### config.mk
export PLATFORM = sky130hd
export DESIGN_NAME = acc_feeder
export DESIGN_NICKNAME = d
export VERILOG_FILES = /design/src/rtl/acc_feeder.sv
export SDC_FILE = /design/constraint.sdc
export NUM_CORES = 1
export LEC_CHECK = 0
export ABC_AREA = 1
export CAP_MARGIN = 20
export CORE_ASPECT_RATIO = 0.7
export CORE_MARGIN = 2
export CORE_UTILIZATION = 47
export DETAILED_ROUTE_END_ITERATION = 7
export GPL_ROUTABILITY_DRIVEN = 0
export HOLD_SLACK_MARGIN = 0.03
export PLACE_DENSITY = 0.93
export SETUP_SLACK_MARGIN = 0.1
export SYNTH_ARGS = -nofsm -noshare
export SYNTH_HDL_FRONTEND = slang
export SYNTH_SLANG_ARGS = --single-unit
### constraint.sdc
create_clock -name clk -period 2.7 [get_ports clk]
set_clock_uncertainty 0.15 [all_clocks]
set_input_delay 0.54 -clock clk [delete_from_list [all_inputs] [get_ports clk]]
set_output_delay 0.54 -clock clk [all_outputs]
set_load 0.02 [all_outputs]
### src/rtl/acc_feeder.sv
// acc_feeder: groups a signed add/sub operand stream into s_last-terminated windows,
// drives an external accumulator (acc_init/acc_sign/acc_in) and captures each window
// total into a held result register.
// Ports: s_valid/s_ready/s_data/s_sub/s_last = operand stream;
//        acc_init/acc_sign/acc_in -> accumulator, acc_out <- accumulator;
//        r_valid/r_ready/r_data/r_count = result stream.
// Optional macro ACC_FEEDER_OVF_EN adds r_ovf, a per-window signed overflow flag.
module acc_feeder #(
    parameter int bit_width = 16,
    parameter int cnt_width = 8
) (
    input  logic                 clk,
    input  logic                 rst,
    input  logic                 s_valid,
    output logic                 s_ready,
    input  logic [bit_width-1:0] s_data,
    input  logic                 s_sub,
    input  logic                 s_last,
    output logic                 acc_init,
    output logic                 acc_sign,
    output logic [bit_width-1:0] acc_in,
    input  logic [bit_width-1:0] acc_out,
    output logic                 r_valid,
    input  logic                 r_ready,
    output logic [bit_width-1:0] r_data,
`ifdef ACC_FEEDER_OVF_EN
    output logic                 r_ovf,
`endif
    output logic [cnt_width-1:0] r_count
);
    typedef enum logic [1:0] {IDLE, ACCUM, CAPTURE} state_t;
    state_t               state_q, state_d;
    logic [cnt_width-1:0] cnt_q, cnt_d, r_count_q, r_count_d;
    logic [bit_width-1:0] r_data_q, r_data_d;
    logic                 r_valid_q, r_valid_d;
    logic                 fire, first, capture;
    always_comb begin
        s_ready   = state_q != CAPTURE;
        fire      = s_valid & s_ready;
        first     = state_q == IDLE;
        capture   = state_q == CAPTURE && (!r_valid_q || r_ready);
        // first operand loads the full negation; later subtracts use ~x with carry-in
        acc_init  = fire & first;
        acc_sign  = fire & !first & s_sub;
        acc_in    = !fire ? '0 : !s_sub ? s_data : first ? ~s_data + bit_width'(1) : ~s_data;
        state_d   = capture ? IDLE : (fire & s_last) ? CAPTURE : fire ? ACCUM : state_q;
        cnt_d     = capture ? '0 : !fire ? cnt_q : first ? cnt_width'(1) :
                    (&cnt_q) ? cnt_q : cnt_q + cnt_width'(1);
        r_valid_d = capture | (r_valid_q & !r_ready);
        r_data_d  = capture ? acc_out : r_data_q;
        r_count_d = capture ? cnt_q : r_count_q;
    end
    always_ff @(posedge clk or posedge rst) begin
        if (rst) begin
            state_q   <= IDLE;
            cnt_q     <= '0;
            r_valid_q <= 1'b0;
            r_data_q  <= '0;
            r_count_q <= '0;
        end else begin
            state_q   <= state_d;
            cnt_q     <= cnt_d;
            r_valid_q <= r_valid_d;
            r_data_q  <= r_data_d;
            r_count_q <= r_count_d;
        end
    end
    assign r_valid = r_valid_q;
    assign r_data  = r_data_q;
    assign r_count = r_count_q;
`ifdef ACC_FEEDER_OVF_EN
    logic [bit_width:0] ext_a, ext_d, sum_x;
    logic               ovf_q, ovf_d, r_ovf_q, r_ovf_d;
    always_comb begin
        ext_a   = {acc_out[bit_width-1], acc_out};
        ext_d   = {s_data[bit_width-1], s_data};
        sum_x   = s_sub ? ext_a - ext_d : ext_a + ext_d;
        // negating the most negative value as a first operand is the only first-op overflow
        ovf_d   = capture ? 1'b0 : !fire ? ovf_q :
                  first ? (s_sub && s_data == {1'b1, {(bit_width-1){1'b0}}}) :
                  ovf_q | (sum_x[bit_width] ^ sum_x[bit_width-1]);
        r_ovf_d = capture ? ovf_q : r_ovf_q;
    end
    always_ff @(posedge clk or posedge rst) begin
        if (rst) begin
            ovf_q   <= 1'b0;
            r_ovf_q <= 1'b0;
        end else begin
            ovf_q   <= ovf_d;
            r_ovf_q <= r_ovf_d;
        end
    end
    assign r_ovf = r_ovf_q;
`endif
endmodule

; After elaboration in Yosys (flattened, before gate mapping)
; Index checks and enable logic that the tools add are counted.
; W data, S select, Z words.
[word_totals]
reg_bits = 35
wordCells = 38
input_bits = 38
output_inout_bits = 44
[classes]
muxes = 10
bitwise_logic = 8
addsub = 2
n_eq_ne = 3
n_reduce_logical = 10
[op_table]
columns = cell, count
row1 = $mux W16, 3
row2 = $mux W8, 4
row3 = $add A16 B1 Y16 const B, 1
row4 = $not A16 Y16, 1
row5 = $add A8 B1 Y8 const B, 1
row6 = $reduce_and A8 Y1, 1
row7 = $and A1 B1 Y1, 6
row8 = $mux W2, 3
row9 = $logic_not A1 Y1, 3
row10 = $ne A3 B3 Y1 const B, 1
row11 = $reduce_bool A3 Y1, 1
row12 = $eq A2 B2 Y1 const B, 1
row13 = $logic_not A2 Y1, 1
row14 = $ne A2 B2 Y1 const B, 1
row15 = $reduce_and A2 Y1, 1
row16 = $reduce_bool A2 Y1, 1
row17 = $logic_and A1 B1 Y1, 1
row18 = $logic_or A1 B1 Y1, 1
row19 = $or A1 B1 Y1, 1

; Longest topological paths before layout
[logic_depth]
word_depth = 5
mapped_depth = 10
mapped_depth_nobuf = 10

; Worst setup path before layout
; No wires, ideal clock.
[synth_timing]
kind = input port to output port
start = input s_data[0]
end = output acc_in[12]
slack_ns = 0.520
path_stages = 8
required_ns = 2.010
arrival_time_ns = 1.490
n_path_buf = 0
path_cell_list = inv_1 ha_1 nand3_1 nand2_2 nand4_1 nand2_1 nand2_1 nor2_1
[synth_via]
elab_chain_cells = 5
[synth_rtl]
columns = element, line
row1 = "start, declared", 16  ; input logic [bit_width-1:0] s_data,
row2 = $not A16 Y16, 45  ; acc_in = !fire ? '0 : !s_sub ? s_data : first ? ~s_data + bit_width'(1) : ~s_data;
row3 = $add A16 B1 Y16, 45
row4 = $mux W16 (3 in series), 45
row5 = "end, declared", 21  ; output logic [bit_width-1:0] acc_in,
; No other way between the ends.

; Final worst setup path
[layout_timing]
start = input s_valid
end = output acc_in[5]
[layout_via]
elab_chain_cells = 2
[layout_rtl]
columns = element, line
row1 = "start, declared", 14  ; input logic s_valid,
row2 = $and A1 B1 Y1, 39  ; fire = s_valid & s_ready;
row3 = $mux W16, 45
; No other way between the ends.

==> results.toml <==
[status]
outcome = "finished clean"

[grt]
grt_use_total_pct = 24.96
overflow = 0
grt_max_degree = 36
grt_pass1_vias = 2101
grt_pass1_wl_um = 9770
antenna_found_initial = 0

[place]
io_buffers = 81
post-place-ws_ns = -0.4173
dp_hpwl_um = 4477

[sta]
slew_headroom_pct = 65.93
final.setup.worst_slack_ns = 0.1138
rsz0062_at_grt = "true"
period_share_pct = 95.78
tightestPinTransition_ns = 0.5110
setup_violations = 0
fmax_mhz = 386.7
fin_crit_ns = 2.586
hold_viol = 0
worst_hold_slack_ns = 0.3307
drv_slew = 0

[yosys]
synth_nets = 339
yosysSeqAreaShare_pct = 42.45
synth_area_per_cell_um2 = 6.900
syn-cell-area_um2 = 2063
ys.warnings.count = 0
synth_cells = 299
ys_ff_latch = 35
ys_types = 27

[setup_path]
crit_buf_inv = 4
r2r_end = "cnt_q[6]$_DFFE_PP0P_"
required_ns = 2.01
slowest_stage = "clkdlybuf4s50_1"
critPathTopFamily = "buffers and inverters"
critPathKind = "input pin to output port"
cp-end-kind = "output port"
timing.rr.start = "state_q[1]$_DFFE_PP0P_"
cp-start-kind = "input pin"
crit_fanout = 5
cp_cell_sequence = "clkdlybuf4s50_1 -> inv_1 -> nor2_4 -> buf_4 -> o21ai_0 -> a21oi_1 -> clkdlybuf4s15_2"
r2r_cells = 12
reg2reg_slack_ns = 0.69
slowest_delay_ns = 0.46
cp.arrival_ns = 1.90

[die]
die_w_um = 83.19
io_pins = 82
coreArea_um2 = 4279
initial_core_util_pct = 48.22
fp-row-count = 20
die_y_um = 59.44
die-area_um2 = 4944

[detailed_routing]
vias = 2402
drc = 0
first_pass_iters = 7
wl_um = 6067
vias_per_cell = 5.210
first_iter_violations = 192
wl_per_cell_um = 13.16
ant_nets = 0

[clock_tree]
cts_root_buf = "clkbuf_8"
cts_hold_buf = 0
clock-sinks = 35
cts_tree = "built"
htreeDepth = 2
cts_made_buffers = 5
clock_path_buffers = 2
clk_latency_ns = 0.29
path_clk_slew_ns = 0.07

[run]
drv_cap = 0

[power]
power.total_mw = 2.271
max-vdd-ir-drop_mv = 0.6002
p_leak_nw = 1.614
power_density_nw_per_um2 = 722.6

[cells_and_area]
area_delta_synth_final_pct = 52.33
drive_gt1_share_pct = 17.24
final_nets = 445
antenna_cells = 0

[worst_hold_path]
whs_path_depth = 2
worstHoldStart = "r_data[9]$_DFFE_PP0N_"
hp-class = "flop to flop"
min_to = "r_data[9]$_DFFE_PP0N_"
-- placed cells by master, fill, tap and decap left out --
cell             count
o2111ai_1            1
ha_1                 1
nor2_1              28
o21ai_1              6
dlygate4sd2_1        4
nand2_1            106
nand2_4              1
inv_2                3
clkbuf_1             1
clkbuf_2             2
nand3_2              1
o211ai_1             1
clkbuf_8             5
clkinvlp_4           1
nand4_1             10
clkdlybuf4s50_1     57
o21ai_2              1
inv_4                1
a21oi_1             13
nor3_1               1
dlymetal6s2s_1       3
o21ai_0             23
inv_1               32
nor2_4               4
buf_2               10
o22ai_1              1
or2_2                1
buf_4               30
clkinv_2             1
nand3_1             13
ha_4                 1
clkdlybuf4s15_2      2
dfrtp_1             35
nand2_2              3
nor2_2               3
-- per-stage QoR --
| stage | setup TNS [ns] | util (%) | instances | area, um2 |
|---|---|---|---|---|
| 2_1_floorplan | 0 | - | 299 | 2063 |
| 3_3_place_gp | -5.312 | 71.29 | 447 | 3050 |
| 3_5_place_dp | -5.669 | 71.29 | 447 | 3050 |
| 4_1_cts | 0 | 72.40 | 456 | 3098 |
| 5_1_grt | 0 | 73.45 | 461 | 3143 |
| 6_report | 0 | 73.45 | 461 | 3143 |
-- worst max-delay path by stage --
stage | startpoint | to | cells after the start
finish | s_valid | acc_in[5] | 7
global placement | s_data[0] | acc_in[12] | 10
global route | s_valid | acc_in[2] | 7
detailed placement | s_data[0] | acc_in[10] | 10
floorplan | s_data[0] | acc_in[12] | 8
CTS | s_data[4] | acc_in[5] | 8
-- report_power, final --
group	switching, mW	leakage, nW	internal (mW)
Combinational	0.592	1.12	0.489
Clock	0.196	0.0412	0.180
Sequential	0.114	0.451	0.699
Total	0.903	1.61	1.37
-- cell families (layout without fill, tap and decap cells) --
group           count (synthesis)  after routing  share of synthesized area, %
buf+inv                        45            152                         9.096
compound gates                 46             46                         11.70
flops                          35             35                         42.45
simple gates                  171            171                         35.54
fa+ha+maj                       2              2                         1.213
-- worst reg2reg max path, cell delays in order (launching register included) --
cell     delay, ns
dfrtp_1       0.41
inv_1         0.13
nor2_4        0.07
nor2_4        0.13
buf_4         0.17
inv_1         0.06
buf_4         0.12
nand2_1       0.14
inv_1         0.11
nor2_1        0.25
nand2_1       0.09
nand2_1       0.07
inv_1         0.03
-- layout make-up --
type / count / area (um2)
fill: 302 / 1136
inverter: 36 / 137.6
tap: 55 / 68.82
sequential: 35 / 875.8
clock buffer: 6 / 72.57
timing repair buffer: 108 / 950.9
clock inverter: 2 / 12.51
multi-input combinational: 219 / 1025
-- state kept, by name, indices dropped and copies added, names as in the netlist --
name     count
r_data      16
r_valid      1
cnt_q        8
r_count      8
state_q      2
-- Yosys cell counts --
cell,n,area (um2)
a21oi_1,13,65.06
buf_2,4,20.02
buf_4,1,7.510
buf_6,1,11.26
clkbuf_1,3,11.26
dfrtp_1,35,875.8
ha_1,2,25.02
inv_1,34,127.6
inv_2,1,3.750
inv_4,1,6.260
nand2_1,106,397.9
nand2_2,3,18.77
nand2_4,1,11.26
nand3_1,13,65.06
nand3_2,1,10.01
nand4_1,10,62.56
nor2_1,31,116.4
nor2_2,1,6.260
nor2_4,3,33.78
nor3_1,1,5.000
o2111ai_1,1,8.760
o211ai_1,1,7.510
o21ai_0,24,120.1
o21ai_1,5,25.02
o21ai_2,1,8.760
o22ai_1,1,6.260
or2_2,1,6.260
-- timing repair --
action / in CTS / in global routing
gates resized for setup: 69 / 17
endpoints found under the setup margin: 17 / 15
pin swaps: 4 / 4
setup buffers: 1 / 4
cloned: 0 / 1
-- metal layers --
layer	GRT usage, %	routed length [um]	up-vias	share of wire [%]
li1	-	-	1166	-
met1	32.92	2632	1097	43
met2	41.13	2886	114	48
met3	5.850	392	25	6.5
met4	8.899	155	0	2.6
met5	0	0	-	0
(Power assumes the default switching activity.)
